## config.mk

```make
export PLATFORM = sky130hd
export DESIGN_NAME = uart_mmio
export DESIGN_NICKNAME = d
export VERILOG_FILES = /design/src/rtl/soc_uart_pkg.sv /design/src/rtl/uart_rx_fifo.sv /design/src/rtl/uart_mmio.sv
export SDC_FILE = /design/constraint.sdc
export NUM_CORES = 1
export LEC_CHECK = 0
export CAP_MARGIN = 0
export CORE_UTILIZATION = 25
export CTS_CLUSTER_DIAMETER = 50
export DETAILED_ROUTE_END_ITERATION = 8
export HOLD_SLACK_MARGIN = 0.05
export PLACE_DENSITY = 0.44
export SLEW_MARGIN = 20
export SYNTH_ARGS = -nofsm -noshare
export SYNTH_HDL_FRONTEND = slang
export SYNTH_SLANG_ARGS = --single-unit
```

## constraint.sdc

```tcl
create_clock -name clk -period 7.8 [get_ports clk]
set_clock_uncertainty 0.05 [all_clocks]
set_input_delay 1.56 -clock clk [delete_from_list [all_inputs] [get_ports clk]]
set_output_delay 1.56 -clock clk [all_outputs]
set_load 0.01 [all_outputs]
```

## src/rtl/soc_uart_pkg.sv

```systemverilog
// soc_uart_pkg: register offsets, status bit positions, divider floor and FSM
// state encodings shared by the UART TX and RX paths.
package soc_uart_pkg;

    localparam logic ADDR_DATA = 1'b0;
    localparam logic ADDR_CTRL = 1'b1;

    localparam int ST_TX_BUSY   = 0;
    localparam int ST_RX_VALID  = 1;
    localparam int ST_OVERRUN   = 2;
    localparam int ST_FRAME_ERR = 3;

    localparam logic [15:0] MIN_DIV = 16'd16;

    localparam logic [1:0] S_IDLE  = 2'd0;
    localparam logic [1:0] S_START = 2'd1;
    localparam logic [1:0] S_DATA  = 2'd2;
    localparam logic [1:0] S_STOP  = 2'd3;

    function automatic logic [15:0] clamp_div(input logic [15:0] d);
        return (d < MIN_DIV) ? MIN_DIV : d;
    endfunction

endpackage

```

## src/rtl/uart_rx_fifo.sv

```systemverilog
// uart_rx_fifo: small synchronous FIFO for received bytes; pointers carry one
// extra wrap bit so full and empty are distinguished without a counter.
module uart_rx_fifo #(
    parameter int DEPTH = 4,
    parameter int W     = 8
)(
    input  logic         clk,
    input  logic         reset_n,
    input  logic         push,
    input  logic [W-1:0] din,
    input  logic         pop,
    output logic [W-1:0] dout,
    output logic         full,
    output logic         empty
);
    localparam int AW = $clog2(DEPTH);

    logic [W-1:0] mem_q [DEPTH];
    logic [AW:0]  wr_q, wr_d, rd_q, rd_d;
    logic         do_push, do_pop;

    assign empty = (wr_q == rd_q);
    assign full  = (wr_q[AW] != rd_q[AW]) && (wr_q[AW-1:0] == rd_q[AW-1:0]);
    assign dout  = mem_q[rd_q[AW-1:0]];

    // A push while full is still taken when the head is popped in the same cycle.
    always_comb begin
        do_pop  = pop && !empty;
        do_push = push && (!full || do_pop);
        wr_d    = do_push ? wr_q + 1'b1 : wr_q;
        rd_d    = do_pop  ? rd_q + 1'b1 : rd_q;
    end

    always_ff @(posedge clk or negedge reset_n) begin
        if (!reset_n) begin
            wr_q <= '0;
            rd_q <= '0;
        end else begin
            wr_q <= wr_d;
            rd_q <= rd_d;
        end
    end

    // NOTE: storage has no reset; the pointers alone define which entries are valid.
    always_ff @(posedge clk) begin
        if (do_push) mem_q[wr_q[AW-1:0]] <= din;
    end

endmodule

```

## src/rtl/uart_mmio.sv

```systemverilog
// uart_mmio: picorv32-bus UART responder, DATA at 0x80000008, CTRL/STATUS at 0x8000000C, 8N1.
// Define UART_RX_FIFO_EN to buffer received bytes in an RX_FIFO_DEPTH-entry FIFO.
module uart_mmio
    import soc_uart_pkg::*;
#(
    parameter int CLK_FREQ      = 27000000,
    parameter int BAUD          = 115200,
    parameter int RX_FIFO_DEPTH = 4
)(
    input  logic        clk,
    input  logic        reset_n,
    input  logic        uart_sel,
    input  logic        uart_addr,
    input  logic [3:0]  uart_wstrb,
    input  logic [31:0] uart_data_i,
    output logic        uart_ready,
    output logic [31:0] uart_data_o,
    input  logic        uart_rx,
    output logic        uart_tx
);
    localparam logic [15:0] DIV_RST = 16'(CLK_FREQ / BAUD);

    logic        ready_q, ready_d, ack_q, ack_d;
    logic [31:0] data_o_q, data_o_d, rd_data, status_word;
    logic [15:0] div_q, div_d, div_merge;
    logic        tx_busy_q, tx_busy_d, overrun_q, overrun_d, frame_err_q, frame_err_d;
    logic        is_write, data_wr, fire, tx_accept, rx_pop, ctrl_wr;

    logic [1:0]  tx_state_q, tx_state_d, rx_state_q, rx_state_d;
    logic [15:0] tx_cnt_q, tx_cnt_d, tx_div_q, tx_div_d;
    logic [15:0] rx_cnt_q, rx_cnt_d, rx_div_q, rx_div_d;
    logic [2:0]  tx_bit_q, tx_bit_d, rx_bit_q, rx_bit_d;
    logic [7:0]  tx_shift_q, tx_shift_d, rx_shift_q, rx_shift_d;
    logic        tx_q, tx_d, tx_done;
    logic        rx_s1_q, rx_s2_q, rx_prev_q;
    logic        rx_deliver, rx_frame_bad, rx_full, rx_valid;
    logic [7:0]  rx_rd_byte;
    logic        unused_bits;

    assign uart_ready  = ready_q;
    assign uart_data_o = data_o_q;
    assign uart_tx     = tx_q;
    assign unused_bits = ^{uart_data_i[15:8], uart_wstrb[1], RX_FIFO_DEPTH};

    // NOTE: every always_comb output gets a default first, so no path can infer a latch.
    always_comb begin
        is_write  = |uart_wstrb;
        data_wr   = (uart_addr == ADDR_DATA) && uart_wstrb[0];
        fire      = uart_sel && !ack_q && !(data_wr && tx_busy_q);
        tx_accept = fire && data_wr;
        rx_pop    = fire && !is_write && (uart_addr == ADDR_DATA);
        ctrl_wr   = fire && is_write && (uart_addr == ADDR_CTRL);

        status_word               = '0;
        status_word[31:16]        = div_q;
        status_word[ST_FRAME_ERR] = frame_err_q;
        status_word[ST_OVERRUN]   = overrun_q;
        status_word[ST_RX_VALID]  = rx_valid;
        status_word[ST_TX_BUSY]   = tx_busy_q;
        rd_data = (uart_addr == ADDR_DATA) ? {24'b0, rx_rd_byte} : status_word;

        ready_d  = fire;
        ack_d    = uart_sel && (ack_q || fire);
        data_o_d = (fire && !is_write) ? rd_data : '0;

        div_merge = div_q;
        if (uart_wstrb[3]) div_merge[15:8] = uart_data_i[31:24];
        if (uart_wstrb[2]) div_merge[7:0]  = uart_data_i[23:16];
        div_d = (ctrl_wr && (uart_wstrb[3] || uart_wstrb[2])) ? clamp_div(div_merge) : div_q;

        tx_busy_d = tx_accept ? 1'b1 : (tx_done ? 1'b0 : tx_busy_q);

        overrun_d   = overrun_q;
        frame_err_d = frame_err_q;
        if (ctrl_wr && uart_wstrb[0] && uart_data_i[2]) overrun_d   = 1'b0;
        if (ctrl_wr && uart_wstrb[0] && uart_data_i[3]) frame_err_d = 1'b0;
        if (rx_deliver && rx_full && !rx_pop)           overrun_d   = 1'b1;
        if (rx_frame_bad)                               frame_err_d = 1'b1;
    end

    // TX: the frame starts the cycle after acceptance and runs on the divider latched then.
    always_comb begin
        tx_state_d = tx_state_q;
        tx_cnt_d   = (tx_cnt_q != 16'd0) ? tx_cnt_q - 16'd1 : tx_cnt_q;
        tx_div_d   = tx_div_q;
        tx_bit_d   = tx_bit_q;
        tx_shift_d = tx_accept ? uart_data_i[7:0] : tx_shift_q;
        tx_d       = tx_q;
        tx_done    = 1'b0;
        case (tx_state_q)
            S_IDLE: begin
                tx_d = 1'b1;
                if (tx_busy_q) begin
                    tx_state_d = S_START;
                    tx_cnt_d   = div_q - 16'd1;
                    tx_div_d   = div_q;
                    tx_d       = 1'b0;
                end
            end
            S_START: if (tx_cnt_q == 16'd0) begin
                tx_state_d = S_DATA;
                tx_cnt_d   = tx_div_q - 16'd1;
                tx_bit_d   = 3'd0;
                tx_d       = tx_shift_q[0];
            end
            S_DATA: if (tx_cnt_q == 16'd0) begin
                tx_cnt_d = tx_div_q - 16'd1;
                if (tx_bit_q == 3'd7) begin
                    tx_state_d = S_STOP;
                    tx_d       = 1'b1;
                end else begin
                    tx_bit_d   = tx_bit_q + 3'd1;
                    tx_shift_d = tx_shift_q >> 1;
                    tx_d       = tx_shift_q[1];
                end
            end
            default: if (tx_cnt_q == 16'd0) begin
                tx_state_d = S_IDLE;
                tx_done    = 1'b1;
            end
        endcase
    end

    // RX: start detected on a synchronised falling edge, all samples at bit midpoints.
    always_comb begin
        rx_state_d   = rx_state_q;
        rx_cnt_d     = (rx_cnt_q != 16'd0) ? rx_cnt_q - 16'd1 : rx_cnt_q;
        rx_div_d     = rx_div_q;
        rx_bit_d     = rx_bit_q;
        rx_shift_d   = rx_shift_q;
        rx_deliver   = 1'b0;
        rx_frame_bad = 1'b0;
        case (rx_state_q)
            S_IDLE: if (rx_prev_q && !rx_s2_q) begin
                rx_state_d = S_START;
                rx_cnt_d   = (div_q >> 1) - 16'd1;
                rx_div_d   = div_q;
            end
            S_START: if (rx_cnt_q == 16'd0) begin
                rx_state_d = rx_s2_q ? S_IDLE : S_DATA;
                rx_cnt_d   = rx_div_q - 16'd1;
                rx_bit_d   = 3'd0;
            end
            S_DATA: if (rx_cnt_q == 16'd0) begin
                rx_cnt_d   = rx_div_q - 16'd1;
                rx_shift_d = {rx_s2_q, rx_shift_q[7:1]};
                rx_bit_d   = rx_bit_q + 3'd1;
                if (rx_bit_q == 3'd7) rx_state_d = S_STOP;
            end
            default: if (rx_cnt_q == 16'd0) begin
                rx_state_d   = S_IDLE;
                rx_deliver   = rx_s2_q;
                rx_frame_bad = !rx_s2_q;
            end
        endcase
    end

`ifdef UART_RX_FIFO_EN
    logic [7:0] fifo_dout;
    logic       fifo_empty;

    uart_rx_fifo #(.DEPTH(RX_FIFO_DEPTH), .W(8)) u_rx_fifo (
        .clk     (clk),
        .reset_n (reset_n),
        .push    (rx_deliver),
        .din     (rx_shift_q),
        .pop     (rx_pop),
        .dout    (fifo_dout),
        .full    (rx_full),
        .empty   (fifo_empty)
    );

    assign rx_valid   = !fifo_empty;
    assign rx_rd_byte = fifo_empty ? 8'h00 : fifo_dout;
`else
    logic       rx_valid_q, rx_valid_d;
    logic [7:0] rx_byte_q, rx_byte_d;

    // A byte arriving in the same cycle the CPU reads takes the freed slot.
    always_comb begin
        rx_valid_d = rx_valid_q;
        rx_byte_d  = rx_byte_q;
        if (rx_deliver && (!rx_valid_q || rx_pop)) begin
            rx_valid_d = 1'b1;
            rx_byte_d  = rx_shift_q;
        end else if (rx_pop) begin
            rx_valid_d = 1'b0;
        end
    end

    always_ff @(posedge clk or negedge reset_n) begin
        if (!reset_n) begin
            rx_valid_q <= 1'b0;
            rx_byte_q  <= 8'h00;
        end else begin
            rx_valid_q <= rx_valid_d;
            rx_byte_q  <= rx_byte_d;
        end
    end

    assign rx_full    = rx_valid_q;
    assign rx_valid   = rx_valid_q;
    assign rx_rd_byte = rx_byte_q;
`endif

    // NOTE: sequential state uses non-blocking assignments so all flops update together.
    always_ff @(posedge clk or negedge reset_n) begin
        if (!reset_n) begin
            ready_q     <= 1'b0;
            ack_q       <= 1'b0;
            data_o_q    <= '0;
            div_q       <= DIV_RST;
            tx_busy_q   <= 1'b0;
            overrun_q   <= 1'b0;
            frame_err_q <= 1'b0;
            tx_state_q  <= S_IDLE;
            tx_cnt_q    <= '0;
            tx_div_q    <= DIV_RST;
            tx_bit_q    <= '0;
            tx_shift_q  <= '0;
            tx_q        <= 1'b1;
            rx_s1_q     <= 1'b1;
            rx_s2_q     <= 1'b1;
            rx_prev_q   <= 1'b1;
            rx_state_q  <= S_IDLE;
            rx_cnt_q    <= '0;
            rx_div_q    <= DIV_RST;
            rx_bit_q    <= '0;
            rx_shift_q  <= '0;
        end else begin
            ready_q     <= ready_d;
            ack_q       <= ack_d;
            data_o_q    <= data_o_d;
            div_q       <= div_d;
            tx_busy_q   <= tx_busy_d;
            overrun_q   <= overrun_d;
            frame_err_q <= frame_err_d;
            tx_state_q  <= tx_state_d;
            tx_cnt_q    <= tx_cnt_d;
            tx_div_q    <= tx_div_d;
            tx_bit_q    <= tx_bit_d;
            tx_shift_q  <= tx_shift_d;
            tx_q        <= tx_d;
            rx_s1_q     <= uart_rx;
            rx_s2_q     <= rx_s1_q;
            rx_prev_q   <= rx_s2_q;
            rx_state_q  <= rx_state_d;
            rx_cnt_q    <= rx_cnt_d;
            rx_div_q    <= rx_div_d;
            rx_bit_q    <= rx_bit_d;
            rx_shift_q  <= rx_shift_d;
        end
    end

endmodule

```

Word-level counts from Yosys, hierarchy flattened
Index checks and enable logic that the tools add are counted.

Logic and storage cells: 159. Register bits after elaboration: 156. Memories kept: 0. Output and inout bits: 34. Bits in read-only memories: 0. Latch bits: 0. RAM bits: 0. Input bits: 41.

Multiply operators: 0. Shift-type cells: 0. Divide/modulo/power cells: 0. Muxes and demuxes: 56. Equal/unequal tests: 15. Order comparisons: 1. Bitwise operators: 1. Add/sub/neg operators: 8. Reductions and logical operators: 55.

Operators with widths (number): $mux W16 (7); $sub A16 B1 Y16 const B (5); $mux W32 (2); $pmux W16 S2 (2); $mux W8 (6); $logic_not A16 Y1 (2); $reduce_bool A16 Y1 (2); $mux W2 (11); $logic_and A1 B1 Y1 (18); $mux W1 (18); $ne A2 B2 Y1 const B (9); $lt A16 B5 Y1 const B (1); $reduce_bool A2 Y1 (8); $sub A15 B1 Y16 const B (1); $mux W3 (5); $pmux W2 S3 (2); $pmux W3 S2 (2); $reduce_and A5 Y1 (2); $add A3 B1 Y3 const B (2); $eq A3 B3 Y1 const B (2); $logic_not A1 Y1 (6); $reduce_and A2 Y1 (3); $reduce_and A3 Y1 (2); $reduce_or A3 Y1 (2); 10 further kinds (16).

Logic depth before layout (Yosys ltp)
Depth in word-level cells: 11. Gate-level depth with buffers: 9. Gate-level depth less buffers: 7.

Worst setup path after synthesis
No wires, ideal clock.

Path kind: input-to-reg. Start: in uart_wstrb[0]. End: reg rx_byte_q[0]. Data arrival time: 3352 ps. Path buffers: 3. Required time: 7625 ps. Cell stages on the path: 8. Library setup time: 125 ps. Slack: 4273 ps. Cell sequence: or4_1 buf_2 or3_1 buf_2 o21ai_2 and2b_1 buf_6 mux2_4.

Longest elaborated chain between the ends: 8. Elaborated cells between the ends (all ways): 10. Those cells by class: 10 x reduce/logical.

RTL lines: start: declaration (RTL line uart_mmio.sv:14) `input logic [3:0] uart_wstrb,`; $logic_and A1 B1 Y1 (RTL line uart_mmio.sv:48) `data_wr = (uart_addr == ADDR_DATA) && uart_wstrb[0];`; $logic_and A1 B1 Y1 (RTL line uart_mmio.sv:49) `fire = uart_sel && !ack_q && !(data_wr && tx_busy_q);`; $logic_not A1 Y1 (RTL line uart_mmio.sv:49); $logic_and A1 B1 Y1 (RTL line uart_mmio.sv:49); $logic_and A1 B1 Y1 * (2 in series) (RTL line uart_mmio.sv:51) `rx_pop = fire && !is_write && (uart_addr == ADDR_DATA);`; $logic_or A1 B1 Y1 * (RTL line uart_mmio.sv:183) `if (rx_deliver && (!rx_valid_q || rx_pop)) begin`; $logic_and A1 B1 Y1 * (RTL line uart_mmio.sv:183); end signal: assignment (RTL line uart_mmio.sv:197) `rx_byte_q <= rx_byte_d;`; end: declaration (RTL line uart_mmio.sv:177) `logic [7:0] rx_byte_q, rx_byte_d;`.

Mark *: on every way between the ends. The rest lies on a longest branch, timed or not. A chain may end at the register's enable or synchronous reset.

Worst setup path after layout
Start: in uart_wstrb[3]. End: reg rx_byte_q[3].

Longest elaborated chain between the ends: 6.

RTL lines: $reduce_or A4 Y1 (RTL line uart_mmio.sv:47) `is_write = |uart_wstrb;`; $logic_not A1 Y1 (RTL line uart_mmio.sv:51); $logic_and A1 B1 Y1 (2 in series) (RTL line uart_mmio.sv:51); $logic_or A1 B1 Y1 (RTL line uart_mmio.sv:183); $logic_and A1 B1 Y1 (RTL line uart_mmio.sv:183).

Every way passes these cells.

==> results.md <==
* Status: completed
* DR DRC count at 0
* Gr usage total at 13.2%
* Core Footprint at 0.0318 mm2
* Worst-path clk slew at 70 ps
* Pre-CTS setup slack at 3290 ps
* Via count at 6064
* GPL Wtd Cong at 0.794
* Crit Path Category: in2reg
* Die height at 182 um
* CP required at 8060 ps
* Setup ws final at 3770 ps
* Hold Path Class: reg2reg
* Distinct cells, synth at 74
* Seq/Total Area, Yosys at 45.8%
* Row count at 65
* CTS Buffer Depth at 2
* Startpoint Class: input pin
* Ports at 75
* DR WL/cell at 16.2 um
* Yosys synthesis warning count at 0
* DP Area at 0.00908 mm2
* Hold_buf cts at 0
* Leak at 3.90 nW
* First-pass GRT wire length at 34500 um
* WP data arrival at 4290 ps
* Post-cts sizing count at 0
* Worst vdd ir at 161 uV
* Post-route clock period utilization at 51.6%
* Mapped cell area at 0.00813 mm2
* Post-route setup TNS at 0 ps
* Worst-margin pin slew at 904 ps
* Slew margin rel. at 39.8%
* Area growth syn-to-layout at 19.2%
* First-pass iteration count of the detailed router at 5
* Die Span X at 182 um
* Tmin final at 4030 ps
* H-tree depth at 4
* Initial core utilization at 25.6%
* Crit-path max FO at 8
* Post-CTS setup buffers at 0
* Max cap viols at 0
* Mapped Cells at 818
* Via-per-instance ratio at 4.66
* Grt ovf at 0
* Clk root buf: clkbuf_16
* Unrepaired setup endpoints after global routing: false
* Power Dens Cells at 351 mW/mm2
* Die Area at 0.0332 mm2
* Vias in the first global route at 6096
* CTS tree: built
* Asr flop ratio synth at 100%
* TritonCTS Sinks at 148
* I/O Buffers at 58
* Largest net degree at the start of global routing at 96
* Peak Freq at 0.248 GHz
* Design Area, Final at 0.00969 mm2
* Number of diodes at 0
* Slew Limit Fails at 0
* Endpoints failing setup at 0
* Setup crit end kind: flop
* Layout cells sized above 1 at 12.9%
* Post-route ant nets at 0
* First DRT Iteration DRCs at 409
* Drt total wl at 21100 um
* Post-synth EDFFs at 0
* Predominant post-synthesis flop cell: dfrtp_1
* Final nets at 913
* Hold Fails Final Rpt at 0
* DP HPWL at 15300 um
* Worst skew pair latency at 420 ps
* Final core utilization at 30.5%
* Fin Hold WS at 306 ps
* Initial antenna violation count at 0
* Number of synthesized register bits at 148
* Avg Inst Size Synth at 9.94 um2
* Inserted Clock Buffers at 17
[cell usage in the layout (no fill, tap or decap), drive strengths merged, types with 7 or more instances in the layout]
cell           instances
o211ai                 7
buf                    7
o221ai                 8
o31a                   7
and2                  19
nor4                  28
xor2                  19
nor3                  24
mux2                  39
nand4                 10
nand2                 84
nor4b                  7
mux2i                 15
ha                    19
clkdlybuf4s50         57
a21oi                 30
conb                   8
o31ai                  8
nand3                 13
o21ai                 40
nand2b                 9
inv                   32
a21o                   7
clkbuf                17
or4                    9
o22ai                 11
nor2                  47
xnor2                 40
dfrtp                129
or3                    9
dfstp                 19
[power by group]
part           internal (mW)  total (mW)  switching [mW]
logic                  0.549        1.28           0.729
registers               1.00        1.27           0.268
clock network          0.488       0.853           0.364
total                   2.04        3.40            1.36
[cell type report]
type | instances | area (um2)
clock inverters | 15 | 188
fillers | 3329 | 22100
multi-input cells | 599 | 4100
repair buffers | 64 | 627
flip-flops and latches | 148 | 3730
well taps | 435 | 544
clock buffers | 17 | 425
inverters | 23 | 86.3
[cells by family (layout without fill, tap and decap cells)]
| group | Yosys count | count (layout) | synth area share (%) |
|---|---|---|---|
| AO/OA/AOI/OAI | 171 | 171 | 14.4 |
| multiplexers | 54 | 54 | 7.62 |
| AND/OR/NAND/NOR | 288 | 288 | 18.6 |
| flip-flops | 148 | 148 | 45.8 |
| adder cells (fa/ha/maj) | 19 | 19 | 2.92 |
| buffers and inverters | 78 | 119 | 4.19 |
| other | 1 | 8 | 0.0461 |
| XOR/XNOR | 59 | 59 | 6.36 |
[flip-flops by register name, summed over array words and instances (netlist names), 2 cells and up]
signal / flops
div_q: 16
rx_bit_q: 3
rx_byte_q: 8
rx_cnt_q: 16
rx_div_q: 16
rx_shift_q: 8
rx_state_q: 2
tx_bit_q: 3
tx_cnt_q: 16
tx_div_q: 16
tx_shift_q: 8
tx_state_q: 2
uart_data_o: 24
[through the flow]
stage                     instances  total power [mW]
after floorplan                 825              2.21
after global placement         1269              2.56
after detailed placement       1269              2.56
after CTS                      1301              3.44
after global routing           1301              3.67
final                          1301              3.40
[synthesized netlist by cell type, drive strengths merged (4+ instances only)]
cell,n,area (um2)
a2111oi,4,42.5
nand3,13,70.1
mux2i,15,150
clkbuf,36,135
ha,19,238
xnor2,40,350
and2,19,119
a22o,5,43.8
a211oi,4,30.0
or4,9,71.3
a32o,6,60.1
dfrtp,129,3230
o21bai,4,30.0
o22ai,11,68.8
or2,5,31.3
nor3b,4,30.0
a2bb2oi,5,43.8
buf,19,119
nand2b,9,56.3
nor4b,7,67.6
o211ai,7,52.6
xor2,19,166
or3,9,56.3
nor3,24,120
o221ai,8,70.1
a22oi,6,45.0
nor2b,5,31.3
mux2,39,469
nor4,28,181
nand4,10,62.6
o31a,7,61.3
inv,23,86.3
a21o,7,52.6
a31oi,4,25.0
dfstp,19,499
a32oi,4,35.0
o21ai,40,204
a21oi,30,154
nor2,47,179
nand2,84,315
o31ai,8,60.1
[worst max-delay path, stage by stage]
cell,delay (ps)
clkdlybuf4s50_1,580
or4_1,680
or3_1,470
o21ai_2,180
and2b_1,470
mux2_4,340
[final timing paths]
check	startpoint	depth (start not counted)	endpoint	slack, ps
setup / recovery	uart_wstrb[3]	6	rx_byte_q[3]$_DFFE_PN0P_	3770
hold / removal	rx_s1_q$_DFF_PN1_	0	rx_s2_q$_DFF_PN1_	310
setup reg to reg	rx_cnt_q[0]$_DFF_PN0_	7	rx_byte_q[3]$_DFFE_PN0P_	4720
hold reg to reg	rx_s1_q$_DFF_PN1_	0	rx_s2_q$_DFF_PN1_	310
max in group asynchronous	reset_n	2	tx_div_q[2]$_DFFE_PN0P_	5190
min in group asynchronous	reset_n	1	rx_bit_q[1]$_DFFE_PN0P_	1210
[routing by layer]
metal / wire length [um] / track usage (%) / up-vias / share of wire (%)
met5: 0 / 0 / - / 0
met4: 340 / 4.30 / 0 / 1.6
met3: 421 / 2.33 / 19 / 2.0
met2: 10300 / 21.6 / 88 / 49
met1: 10000 / 17.7 / 2942 / 47
li1: - / - / 3015 / -
No activity file was read; power rests on OpenSTA's default activity.
==> patch (same settings) <==
Add a define of `UART_RX_FIFO_EN`.
--- a/src/rtl/uart_mmio.sv
+++ b/src/rtl/uart_mmio.sv
@@ -1,5 +1,7 @@
 // uart_mmio: picorv32-bus UART responder, DATA at 0x80000008, CTRL/STATUS at 0x8000000C, 8N1.
 // Define UART_RX_FIFO_EN to buffer received bytes in an RX_FIFO_DEPTH-entry FIFO.
+`define UART_RX_FIFO_EN
+
 module uart_mmio
     import soc_uart_pkg::*;
 #(
Function: no difference found for any inputs over 4 cycles, from zero or initial values and one cycle with reset_n low; that may be too few to reach the edited logic, so the function may still have changed.
==> patch against the unedited design <==
  * Count of clock-buffer cells in the layout is the same
  * Non-clock buffer count shrank 4
  * Area after synthesis grew 15%
  * Critical path depth is the same
  * Register-to-register slack lost 0.06 ns
  * Cell area grew 13%
  * Setup slack gained 0.31 ns
  * Sequential cell count grew 29
  * Power grew 8.8%
  * Routed wire length grew 17%
  * Combinational power grew 3%
  * Via count grew 10%
  * Sequential share of layout area grew 3.8 points
  * Critical path type unchanged
  * Largest cell class is now flip-flops and latches
  * Highest routed layer unchanged
==> patch: results (changes against the unedited design) <==
Status = finished clean
Min-Delay Path Class = reg -> reg
Worst Path Max Fanout = 5 (-3)
Post-synthesis sequential area ratio = 49.4% (+3.6 points)
CTS Buf Count = 17 (unchanged)
Max incr delay on CP = 0.66 ns (-0.02 ns)
Number of flip-flops in the largest register = 32 (+33%)
Max Buffers Root-to-Sink = 2 (unchanged)
Synth top cells by count = 137 x nand2_1, 126 x dfrtp_1, 44 x o21ai_0
DR WL/cell = 17.4 µm (+6.9%)
Routed wl met2 = 12.1 mm (+17%)
Overall routing resource usage = 13.6% (+0.40 points)
Post-CTS sizing = 0 (unchanged)
Met2 usage = 22.7% (+1.0 points)
Port Buf Inserts = 58 (unchanged)
Wirelength, routed = 24.7 mm (+17%)
Worst VDD drop = 146 µV (-9.5%)
Post CTS Setup Buffer Count = 0 (unchanged)
Largest net degree at the start of global routing = 83 (-14%)
Diode count = 0 (unchanged)
Placer Congestion = 0.749 (-5.7%)
First-pass GRT wire length = 40.3 mm (+17%)
Fill count = 3,784 (+14%)
Leak = 4.36 nW (+12%)
Worst-skew pair later-pin latency = 0.44 ns (+0.02 ns)
M1 GR Usage = 18.1% (+0.45 points)
CTS HTree Levels = 4 (unchanged)
Vias per cell = 4.69 (+0.66%)
Pre-Repair DR Iteration Count = 4 (-1)
CTS Hold Bufs = 0 (unchanged)
NumNets Final = 1,006 (+10%)
Post-DP HPWL = 17.6 mm (+15%)
Clock-pin transition on the worst setup and hold timing paths = 0.08 ns
Yosys cell types = 72 (-2.7%)
Uppermost layer routed = met4
Root buf cell = clkbuf_16
YS warnings = 0 (unchanged)
Critical path's slowest cell = clkdlybuf4s50_1
Vias in the first global route = 7,007 (+15%)
Layout cells sized above 1 = 11.7% (-1.2 points)
Slew HR = 34.0% (-5.7 points)
Post-synth ARST share = 81.9% (-18 points)
Initial antenna violation count = 0 (unchanged)
Synthesized instance count = 906 (+11%)
M1 WL = 11.7 mm (+17%)
Placed insts = 1,390 (+9.5%)
Post-synth EDFFs = 32 (+32)
Met3 WL = 555 µm (+32%)
Synth top area cells = dfrtp_1 34%, edfxtp_1 10%, nand2_1 5.5%, dfstp_2 5.4%, ha_1 3.2%
M3 GR Usage = 2.31% (-0.021 points)
DR iter-0 viols = 326 (-20%)
## patch: layout make-up
class,instances,area share [%]
well taps,468,5.36
repair buffers,60,5.46
clock inverters,15,1.90
multi-input cells,656,40.2
clock buffers,17,3.89
inverters,29,0.996
flip-flops and latches,177,42.2
## patch: logic make-up (layout without fill, tap and decap cells)
group                      count (synthesis)  count (layout)  synth area share (%)
xor gates and xnor gates                  59              59                  5.54
DFF                                      177             177                  49.4
muxes                                     47              47                  6.46
adders and majority gates                 24              24                  3.22
AOI/OAI and AO/OA                        158             158                  11.4
and+or+nand+nor                          360             360                  20.2
other                                      1               8                0.0402
buffers and inverters                     80             121                  3.77
## patch: path summary, 6_finish.rpt
path	slack, ns	depth (start not counted)	end	from
setup / recovery	4.09	6	div_q[0]	uart_wstrb[3]
hold / removal	0.31	0	rx_s2_q	rx_s1_q
setup reg to reg	4.66	6	u_rx_fifo.mem_q[3][0]	rx_cnt_q[0]
hold reg to reg	0.31	0	rx_s2_q	rx_s1_q
max in group asynchronous	5.24	2	tx_cnt_q[14]	reset_n
min in group asynchronous	1.09	1	rx_shift_q[5]	reset_n
## patch: worst max-delay path: cells and delay by family
family / cells / cell delay [ns]
AO/OA/AOI/OAI: 2 / 0.57
buffers and inverters: 1 / 0.66
AND/OR/NAND/NOR: 3 / 1.20
## patch: per-stage QoR
step                      setup slack (ns)  utilization [%]  area [µm²]
after floorplan                       4.69                -        9360
after global placement                3.61             28.1       10300
after detailed placement              3.58             28.1       10300
after CTS                             4.06             29.8       10900
after global routing                  3.86             29.8       10900
final                                 4.09             29.8       10900
## patch: power by group
| part | switching, mW | internal [mW] |
|---|---|---|
| Combinational | 0.766 | 0.554 |
| Clock | 0.447 | 0.471 |
| Sequential | 0.286 | 1.18 |
| Total | 1.50 | 2.20 |
